<file path="src/rtl/time_counter_hms_cfg.sv">
// time_counter_hms_cfg: HH:MM:SS BCD clock/countdown with load, adjust, pause and 12h view
module time_counter_hms_cfg #(
  parameter int RST_HOUR = 0,
  parameter int RST_MIN = 0,
  parameter int RST_SEC = 0,
  parameter int EN_12H = 1
) (
  input  logic       clk,
  input  logic       clr_time,
  input  logic       tick_1hz,
  input  logic       count_en,
  input  logic       mode_timer,
  input  logic       mode_12h,
  input  logic       inc_hour,
  input  logic       inc_min,
  input  logic       inc_sec,
  input  logic       load,
  input  logic [1:0] ld_hour_tens,
  input  logic [3:0] ld_hour_ones,
  input  logic [3:0] ld_min_tens,
  input  logic [3:0] ld_min_ones,
  input  logic [3:0] ld_sec_tens,
  input  logic [3:0] ld_sec_ones,
  output logic [3:0] sec_ones,
  output logic [3:0] sec_tens,
  output logic [3:0] min_ones,
  output logic [3:0] min_tens,
  output logic [3:0] hour_ones,
  output logic [1:0] hour_tens,
  output logic [1:0] disp_hour_tens,
  output logic [3:0] disp_hour_ones,
  output logic       pm,
  output logic       day_pulse,
  output logic       done,
  output logic       load_err
);
  logic [4:0] h, nh, dh;
  logic [5:0] m, s, nm, ns;
  logic zero, t, cs, cm, ch, bs, bm, valid, take;
  assign h = 5'(hour_tens) * 5'd10 + 5'(hour_ones);
  assign m = 6'(min_tens) * 6'd10 + 6'(min_ones);
  assign s = 6'(sec_tens) * 6'd10 + 6'(sec_ones);
  // effective tick, carry/borrow chain, field-local next values and load validation
  always_comb begin
    zero = h == 5'd0 && m == 6'd0 && s == 6'd0;
    t = tick_1hz & count_en & ~(mode_timer & zero);
    cs = t & ~mode_timer & (s == 6'd59);
    cm = cs & (m == 6'd59);
    ch = cm & (h == 5'd23);
    bs = t & mode_timer & (s == 6'd0);
    bm = bs & (m == 6'd0);
    ns = 6'((7'(s) + 7'd60 + 7'(t & ~mode_timer) - 7'(t & mode_timer) + 7'(inc_sec)) % 7'd60);
    nm = 6'((7'(m) + 7'd60 + 7'(cs) - 7'(bs) + 7'(inc_min)) % 7'd60);
    nh = 5'((7'(h) + 7'd24 + 7'(cm) - 7'(bm) + 7'(inc_hour)) % 7'd24);
    valid = ld_hour_ones <= 4'd9 && ld_min_ones <= 4'd9 && ld_sec_ones <= 4'd9 &&
            ld_min_tens <= 4'd5 && ld_sec_tens <= 4'd5 &&
            (ld_hour_tens < 2'd2 || (ld_hour_tens == 2'd2 && ld_hour_ones <= 4'd3));
    take = load & valid;
  end
  // time registers and one-cycle flags; a valid load swallows tick and adjust
  always_ff @(posedge clk) begin
    if (clr_time) begin
      hour_tens <= 2'(RST_HOUR / 10);
      hour_ones <= 4'(RST_HOUR % 10);
      min_tens <= 4'(RST_MIN / 10);
      min_ones <= 4'(RST_MIN % 10);
      sec_tens <= 4'(RST_SEC / 10);
      sec_ones <= 4'(RST_SEC % 10);
      day_pulse <= 1'b0;
      done <= 1'b0;
      load_err <= 1'b0;
    end else if (take) begin
      hour_tens <= ld_hour_tens;
      hour_ones <= ld_hour_ones;
      min_tens <= ld_min_tens;
      min_ones <= ld_min_ones;
      sec_tens <= ld_sec_tens;
      sec_ones <= ld_sec_ones;
      day_pulse <= 1'b0;
      done <= 1'b0;
      load_err <= 1'b0;
    end else begin
      hour_tens <= 2'(nh / 5'd10);
      hour_ones <= 4'(nh % 5'd10);
      min_tens <= 4'(nm / 6'd10);
      min_ones <= 4'(nm % 6'd10);
      sec_tens <= 4'(ns / 6'd10);
      sec_ones <= 4'(ns % 6'd10);
      day_pulse <= ch;
      done <= t & mode_timer & (nh == 5'd0) & (nm == 6'd0) & (ns == 6'd0);
      load_err <= load;
    end
  end
  assign dh = (EN_12H != 0 && mode_12h) ? (h == 5'd0 ? 5'd12 : h > 5'd12 ? h - 5'd12 : h) : h;
  assign pm = EN_12H != 0 && mode_12h && h >= 5'd12;
  assign disp_hour_tens = 2'(dh / 5'd10);
  assign disp_hour_ones = 4'(dh % 5'd10);
endmodule

</file>
<file path="config.mk">
export PLATFORM = sky130hd
export DESIGN_NAME = time_counter_hms_cfg
export DESIGN_NICKNAME = d
export VERILOG_FILES = /design/src/rtl/time_counter_hms_cfg.sv
export SDC_FILE = /design/constraint.sdc
export NUM_CORES = 1
export LEC_CHECK = 0
export CAP_MARGIN = 30
export CORE_UTILIZATION = 55
export DETAILED_ROUTE_END_ITERATION = 8
export PLACE_DENSITY = 0.82
export SKIP_CTS_REPAIR_TIMING = 1
export SLEW_MARGIN = 25
export SYNTH_ARGS = -nofsm -noshare
export SYNTH_HDL_FRONTEND = slang
export SYNTH_SLANG_ARGS = --single-unit
</file>
<file path="constraint.sdc">
create_clock -name clk -period 17.53 [get_ports clk]
set_input_delay 1.753 -clock clk [delete_from_list [all_inputs] [get_ports clk]]
set_output_delay 1.753 -clock clk [all_outputs]
set_load 0.02 [all_outputs]
</file>
; ---- Yosys cells after proc, flatten, opt, wreduce, memory -nomap -nowiden
; Index checks and enable logic that the tools add are counted.
; Widths: inputs -> output; s select.
[op_classes]
add_sub_neg = 16
bitwise_logic = 19
muxes = 9
magnitude_cmp = 9
mul = 3
div_mod_pow = 11
reduce_logical = 17
n_eq_ne = 4
[op_table]
columns = op, n
row1 = $add 7x1->7, 4
row2 = $logic_not 6->1, 4
row3 = $sub 7x1->7, 3
row4 = $mux 4, 5
row5 = $and 1x1->1, 15
row6 = $mux 5, 3
row7 = $add 6x6->7 const B, 2
row8 = $mod 7x6->7 const B, 2
row9 = $add 6x4->6, 2
row10 = $div 6x4->6 const B, 2
row11 = $eq 6x6->1 const B, 2
row12 = $le 4x4->1 const B, 3
row13 = $mod 6x4->6 const B, 2
row14 = $div 5x4->5 const B, 2
row15 = $logic_not 5->1, 2
row16 = $mod 5x4->5 const B, 2
row17 = $mul 4x3->5 const B, 2
row18 = $logic_and 1x1->1, 9
row19 = $le 4x3->1 const B, 2
row20 = $add 6x1->7, 1
row21 = $add 7x7->7, 1
row22 = $and 1x7->7, 1
row23 = $mod 7x5->7 const B, 1
row24 = $not 1->7, 1
row25 = 14 further kinds, 15
[word_totals]
input_bits = 32
register_bits = 25
out_inout_bits = 32

; ---- Longest topological paths before layout
; Gate-level depths: netlist (run 1).
[logic_depth]
depth_word = 19
depth_mapped = 31
ltp_nobuf = 30

; ---- Worst setup path after synthesis (run 1)
; No wires, ideal clock.
[synth_timing]
path_kind = register to register
start = reg sec_tens[0]
end = reg hour_ones[1]
path_buffers = 1
arrival_time_ns = 6.301
synth_period_minus_slack_ns = 6.359
path_stages_with_launch = 32
path_slack_ns = 11.171
cell_sequence = dfxtp_1 -> ha_1 -> inv_1 -> fa_1 -> nor2b_1 -> o21ai_4 -> xor2_2 -> buf_6 -> nor3_2 -> nand4_1 -> o2111ai_1 -> nor2_1 -> ha_1 -> inv_1 -> fa_1 -> inv_1 -> fa_1 -> nor2b_1 -> or3_1 -> a211o_1 -> mux2i_1 -> a211o_1 -> and3_1 -> ha_1 -> inv_1 -> a41oi_1 -> xnor2_1 -> ha_1 -> nor4b_1 -> mux2i_1 -> a2111oi_0 -> a211o_1
[synth_between]
elab_chain_len = 16
[synth_lines]
columns = element, line_no
row1 = "start, declared", 25  ; output logic [3:0] sec_tens,
row2 = "start signal, assigned", 67  ; sec_tens <= 4'(RST_SEC / 10);
row3 = "start signal, assigned", 77  ; sec_tens <= ld_sec_tens;
row4 = "start signal, assigned", 87  ; sec_tens <= 4'(ns / 6'd10);
row5 = $mul 4x3->5 (*), 42  ; assign s = 6'(sec_tens) * 6'd10 + 6'(sec_ones);
row6 = $add 6x4->6 (*), 42
row7 = $logic_not 6->1, "45, 50"
row8 = $logic_and 1x1->1, 45  ; zero = h == 5'd0 && m == 6'd0 && s == 6'd0;
row9 = $and 1x1->1, 46  ; t = tick_1hz & count_en & ~(mode_timer & zero);
row10 = $not 1->1, 46
row11 = $and 1x1->1, 46
row12 = $and 1x1->1 (2 in a row), 47  ; cs = t & ~mode_timer & (s == 6'd59);
row13 = $and 1x1->1, 48  ; cm = cs & (m == 6'd59);
row14 = $add 6x1->7, 54  ; nh = 5'((7'(h) + 7'd24 + 7'(cm) - 7'(bm) + 7'(inc_hour)) % 7'd24);
row15 = $sub 7x1->7 (*), 54
row16 = $add 7x1->7 (*), 54
row17 = $mod 7x5->7 (*), 54
row18 = $mod 5x4->5 (*), 84  ; hour_ones <= 4'(nh % 5'd10);
row19 = $mux 4 (*), 72  ; end else if (take) begin
row20 = "end signal, assigned", 64  ; hour_ones <= 4'(RST_HOUR % 10);
row21 = "end signal, assigned", 74  ; hour_ones <= ld_hour_ones;
row22 = "end signal, assigned", 84
row23 = "end, declared", 28  ; output logic [3:0] hour_ones,
; Every way passes the cells marked *; elsewhere a longest branch is shown, timed or not.
; A chain may end at the register's enable or synchronous reset.

; ---- Worst setup path in the final report (run 1)
; Ends and elaborated chain as after synthesis.

==> results by group, run 1 <==
Run status
  • Outcome: finished with violations
  • Violated checks: design-rule violations

Critical path
  • Crit-path slowest cell: a2111oi_0
  • Startpoint types: register
  • Crit path kind: register to register
  • Critical Path RT: 17770 ps
  • Worst endpoint data arrival time: 7340 ps
  • Crit path largest cell delay: 470 ps
  • CP Max Fanout: 15
  • Worst setup EP type: register

Timing
  • RSZ-0062 raised after global routing: no
  • Setup_tns: 0 ps
  • Worst Tran Pin Value: 915.3 ps
  • Tcrit/Tclk final: 40.55%
  • Layout Skew: 4.451 ps
  • Final Hold Viols: 0
  • Slew margin rel.: 38.79%
  • Final setup violation count: 0
  • Fmax: 140.7 MHz
  • Tmin final: 7108 ps
  • Slew Limit Fails: 0

Routing
  • Total Wirelength: 10470 µm
  • DRT Pass-1 Iters: 9
  • Detailed-route DRC error count: 2
  • Antenna Nets Post-Route: 0
  • Drt via density: 6.451
  • DR WL/cell: 16.80 µm
  • Vias post-DR: 4019
  • Drt first-iter violations: 381

Yosys
  • Simple-Gate Fraction of Synth Area: 25.99%
  • Synth Area in Adders: 17.79%
  • Synth top area cells: dfxtp_1 13%, ha_1 13%, fa_1 4.8%
  • Xor/xnor cell area share of the yosys netlist: 7.697%
  • Mapped Area: 0.003755 mm²
  • Post-Syn Instances: 495
  • Number of distinct library cells after synthesis: 79
  • Yosys reg bits: 25
  • Largest family of logic cells by synthesized area: compound AO/OA/AOI/OAI gates
  • Top FF cell, synth: dfxtp_1
  • Multiplexer area fraction after synthesis: 1.333%
  • Most common cell in the netlist: nor2_1
  • Post-synthesis compound-gate area fraction: 26.79%
  • Commonest cells post-synth: 47 x nor2_1, 39 x ha_1, 38 x inv_1
  • Post-synth top area share: 13.33%
  • Number of flops mapped to enable cells by yosys: 0
  • Avg Cell Area, Syn: 7.586 µm²
  • Ys Warns: 0
  • Yosys top cell by area: dfxtp_1
  • Async set-reset flop share out of synthesis: 0%
  • Seq/Total Area, Yosys: 13.33%

Clock network
  • Root Buffer: clkbuf_8
  • CTS sink count: 25
  • CTS tree: done
  • Reg clk slew, reported paths: 100 ps
  • Total CTS buffers: 3
  • H-tree Lvls: 1
  • Clock buffer depth: 2
  • Clk_lat worst skew: 280 ps

Layout
  • N_diodes: 0
  • Share of layout cells above drive strength 1: 5.495%
  • Fillers: 537
  • Synthesis-to-layout area growth: 18.53%
  • # nets final: 627

Global route
  • Global route overflow: 0
  • First-pass GRT wire length: 17200 µm
  • Pin count of the biggest net entering global routing: 24
  • Total track usage: 29.70%
  • Initial antenna violation count: 0
  • Vias in the first global route: 3645

Die
  • I/O pin count: 64
  • Die Wd: 84.63 µm
  • Die H: 84.63 µm
  • Core region area: 0.006459 mm²
  • Initial Util: 58.14%
  • Row count: 29
  • Die footprint: 0.007161 mm²

Job
  • Max_cap viols: 0

Placed design
  • Hpwl dp: 8303 µm
  • Port buffer count: 63
  • RePlAce Congestion: 0.9782

Hold path
  • Hold/Removal Path Class: register to register
-- cells by family after synthesis --
| family | count (synthesis) |
|---|---|
| other | 1 |
| multiplexers | 5 |
| adder cells (fa/ha/maj) | 48 |
| buffers and inverters | 61 |
| AND/OR/NAND/NOR | 187 |
| AO/OA/AOI/OAI | 140 |
| flip-flops | 25 |
| XOR/XNOR | 28 |
-- metrics by stage --
step	utilization (%)	instance area [µm²]	hold WS, ps	setup WS, ps	cells
after floorplan	-	3759	725.6	11170	496
after global placement	68.07	4397	748.9	10750	618
after detailed placement	68.07	4397	742.2	10550	618
after CTS	68.83	4446	768.2	10510	622
after global routing	68.91	4451	814.9	9955	623
final	68.91	4451	778.2	10420	623
-- path summary, 6_finish.rpt --
check                             to  slack [ps]  cells past startpoint                   start
min reg2reg     day_pulse$_SDFF_PP0_         780                      3  min_ones[0]$_SDFF_PP0_
max reg2reg  hour_ones[1]$_SDFF_PP0_       10420                     30  sec_tens[0]$_SDFF_PP0_
min             day_pulse$_SDFF_PP0_         780                      3  min_ones[0]$_SDFF_PP0_
max          hour_ones[1]$_SDFF_PP0_       10420                     30  sec_tens[0]$_SDFF_PP0_
-- cells in the final DEF (no fill, tap or decap), types with 4 or more instances in the layout --
cell,instances
inv_1,38
a211oi_1,9
a211o_1,5
nor3b_1,6
nand2_1,36
nor2b_1,6
and2_1,5
and3_1,10
xor2_1,6
nor3_1,24
fa_1,9
clkdlybuf4s50_1,63
a21oi_1,24
nand3_1,21
xnor2_1,17
o221ai_1,4
o21a_1,5
nand2b_1,4
nand4_1,8
o21ai_1,4
ha_1,39
mux2i_1,5
nor2_1,47
o22ai_1,6
a22oi_1,6
a21o_1,4
dfxtp_1,25
a22o_1,4
a31oi_1,6
o32ai_1,4
o21ai_0,22
-- flip-flops by register name, summed over array words and instances, names as in the netlist --
signal,flops
load_err,1
min_ones,4
day_pulse,1
hour_ones,4
done,1
min_tens,4
hour_tens,2
sec_tens,4
sec_ones,4
-- metal layers --
metal | global-route usage (%) | part of all wire (%)
met1 | 40.18 | 41
met2 | 49.52 | 47
met3 | 2.852 | 8.9
met4 | 10.17 | 2.7
met5 | 0 | 0
-- layout make-up --
class / instances / area (µm²) / area share [%]
multi-input cells: 410 / 2997 / 67.33
repair buffers: 67 / 658.1 / 14.79
flip-flops and latches: 25 / 500.5 / 11.25
inverters: 40 / 150.1 / 3.374
well taps: 77 / 96.34 / 2.165
clock buffers: 3 / 41.29 / 0.9277
clock inverters: 1 / 7.507 / 0.1687
-- critical path: cells and delay by family, from the launching register on --
kind | cells | cell delay (ps)
adders and majority gates | 7 | 1970
and+or+nand+nor | 8 | 1850
AOI/OAI and AO/OA | 7 | 1810
xor gates and xnor gates | 2 | 450
DFF | 1 | 380
muxes | 2 | 320
buffers and inverters | 4 | 270
Power of run 1 is left out: the tool's default activity adds up to more than one toggle a clock period on the data nets, which glitch-free logic cannot reach.
==> run 2, diff against run 1 <==
Settings changed: CORE_UTILIZATION 55 to 50, PLACE_DENSITY 0.82 to 0.79.
Clock period 17.53 ns to 5.8 ns, I/O delays scaled along.
==> run 2 against run 1 <==
Compared with the run above:
- largest cell class unchanged
- design area rose by 17%
- critical endpoint is now hour_ones[2]$_SDFF_PP0_
- routed wire length rose by 12%
- via count rose by 4.2%
- sequential cell count did not move
- worst setup slack got worse by 11000 ps
- hold slack got worse by 47 ps
- maximum frequency rose by 20%
- clock skew fell by 2.5 ps
- the run ends with negative setup slack left
- non-clock buffer count rose by 37
- final cell count rose by 9.5%
==> results by group, run 2 (synthesized netlist as in run 1, its figures left out) <==
Global route
  • Pin count of the biggest net entering global routing: 24 (unchanged)
  • Initial antenna violation count: 0 (unchanged)
  • Global route overflow: 0 (unchanged)
  • First-pass GRT wire length: 18250 µm (+6.1%)
  • Total track usage: 29.70% (about the same)
  • Vias in the first global route: 4013 (+10%)

Timing
  • Tmin final: 5903 ps (-1205 ps)
  • Worst Tran Pin Value: 1055 ps (+140.0 ps)
  • Final setup violation count: 2 (+2)
  • Slew margin rel.: 29.43% (-9.4 points)
  • Fmax: 169.4 MHz (+20%)
  • Slew Limit Fails: 0 (unchanged)
  • Tcrit/Tclk final: 101.8% (+61 points)
  • Layout Skew: 1.975 ps (-2.476 ps)
  • RSZ-0062 raised after global routing: yes
  • Final Hold Viols: 0 (unchanged)
  • PnR worst setup slack: -102.8 ps (-10530 ps)

Hold path
  • Hold/Removal Path Class: register to register
  • Hold path cells: 3 (unchanged)

Clock network
  • Clock buffer depth: 2 (unchanged)
  • Total CTS buffers: 3 (unchanged)
  • Reg clk slew, reported paths: 100 ps (about the same)
  • H-tree Lvls: 1 (unchanged)
  • Clk_lat worst skew: 280 ps (about the same)
  • CTS tree: done
  • CTS sink count: 25 (unchanged)
  • Root Buffer: clkbuf_8

Placed design
  • Placed Cells: 668 (+8.1%)
  • Cell Area, Placed: 0.004883 mm² (+11%)
  • Pre-CTS WS: -175.1 ps (-10720 ps)
  • Port buffer count: 63 (unchanged)
  • Hpwl dp: 9049 µm (+9.0%)
  • RePlAce Congestion: 0.8996 (-8.0%)

Critical path
  • Crit path largest cell delay: 400 ps (-70 ps)
  • Crit-path slowest cell: or3_4
  • Crit path kind: register to register
  • CP bufs+invs: 5 (+1)
  • Worst setup EP type: register
  • WP depth: 31 (+3.3%)
  • CP Max Fanout: 4 (-11)
  • CP delay by family, top: adder cells
  • Startpoint types: register
  • Worst endpoint data arrival time: 6060 ps (-1280 ps)
  • R2R depth: 31 (+3.3%)
  • Critical Path RT: 5960 ps (-11810 ps)

Job
  • Max_cap viols: 0 (unchanged)

Layout
  • Most common cell after layout, fill and taps aside: clkdlybuf4s50_1
  • Fillers: 597 (+11%)
  • Design area: 0.005192 mm² (+17%)
  • Commonest cells after routing, fill and taps aside: 63 x clkdlybuf4s50_1, 45 x nor2_1, 40 x buf_4, 36 x nand2_1, 34 x inv_1
  • N_diodes: 0 (unchanged)
  • Synthesis-to-layout area growth: 38.29%
  • Fin cells: 682 (+9.5%)
  • # nets final: 664 (+5.9%)
  • Share of layout cells above drive strength 1: 22.98% (+17 points)

Routing
  • Detailed-route DRC error count: 0 (-2)
  • Drt first-iter violations: 352 (-7.6%)
  • Drt via density: 6.139 (-4.8%)
  • Antenna Nets Post-Route: 0 (unchanged)
  • Vias post-DR: 4187 (+4.2%)
  • DRT Pass-1 Iters: 5 (-4)
  • DR WL/cell: 17.23 µm (+2.5%)
  • Total Wirelength: 11750 µm (+12%)

Die
  • Die H: 88.66 µm (+4.8%)
  • Die footprint: 0.007861 mm² (+9.8%)
  • Die Wd: 88.66 µm (+4.8%)
  • I/O pin count: 64 (unchanged)
  • Core region area: 0.007253 mm² (+12%)
  • Initial Util: 51.77% (-6.4 points)
  • Row count: 31 (+6.9%)

Run status
  • Violated checks: negative setup slack
  • Outcome: finished with violations
run 2: cell count changes in the layout (fill, tap and decap cells not counted), moves of 9 or more:
cell     delta
buf_4      +37
dfxtp_1    -12
ha_1       -10
ha_4        +9
run 2: cell type report:
type	count	area, µm²	share of cell area (%)
clock inverter	1	5.005	0.09639
clock buffer	3	41.29	0.7952
sequential	25	530.5	10.22
tap	99	123.9	2.386
multi-input combinational	410	3397	65.42
timing repair buffer	104	942.2	18.14
inverter	40	152.6	2.940
run 2: final timing paths:
kind	from	endpoint	slack, ps
max	sec_tens[0]$_SDFF_PP0_	hour_ones[2]$_SDFF_PP0_	-100
min	hour_ones[0]$_SDFF_PP0_	day_pulse$_SDFF_PP0_	730
max reg2reg	sec_tens[0]$_SDFF_PP0_	hour_ones[2]$_SDFF_PP0_	-100
min reg2reg	hour_ones[0]$_SDFF_PP0_	day_pulse$_SDFF_PP0_	730
run 2: layer usage:
layer | GRT usage (%) | vias to the layer above | wire (µm)
met4 | 10.85 | 0 | 310
li1 | - | 1995 | -
met1 | 37.91 | 1975 | 5041
met2 | 52.59 | 190 | 5744
met5 | 0 | - | 0
met3 | 1.866 | 27 | 651
run 2: metrics by stage:
| step | hold slack (ps) | utilization [%] | setup TNS (ps) |
|---|---|---|---|
| floorplan | 701.7 | - | -95.76 |
| global placement | 730.2 | 67.33 | 0 |
| detailed placement | 723.5 | 67.33 | -175.1 |
| CTS | 739.1 | 67.97 | -316.8 |
| global route | 768.8 | 71.59 | -1562 |
| finish | 730.9 | 71.59 | -200.5 |
run 2: worst register-to-register path, delay by kind of cell, from the launching register on:
family / cells / cell delay [ps]
flops: 1 / 390
simple gates: 8 / 1580
buf+inv: 5 / 340
mux: 2 / 270
xor+xnor: 2 / 320
compound gates: 7 / 1190
fa+ha+maj: 7 / 1700
Power of run 2 is left out for the same reason.
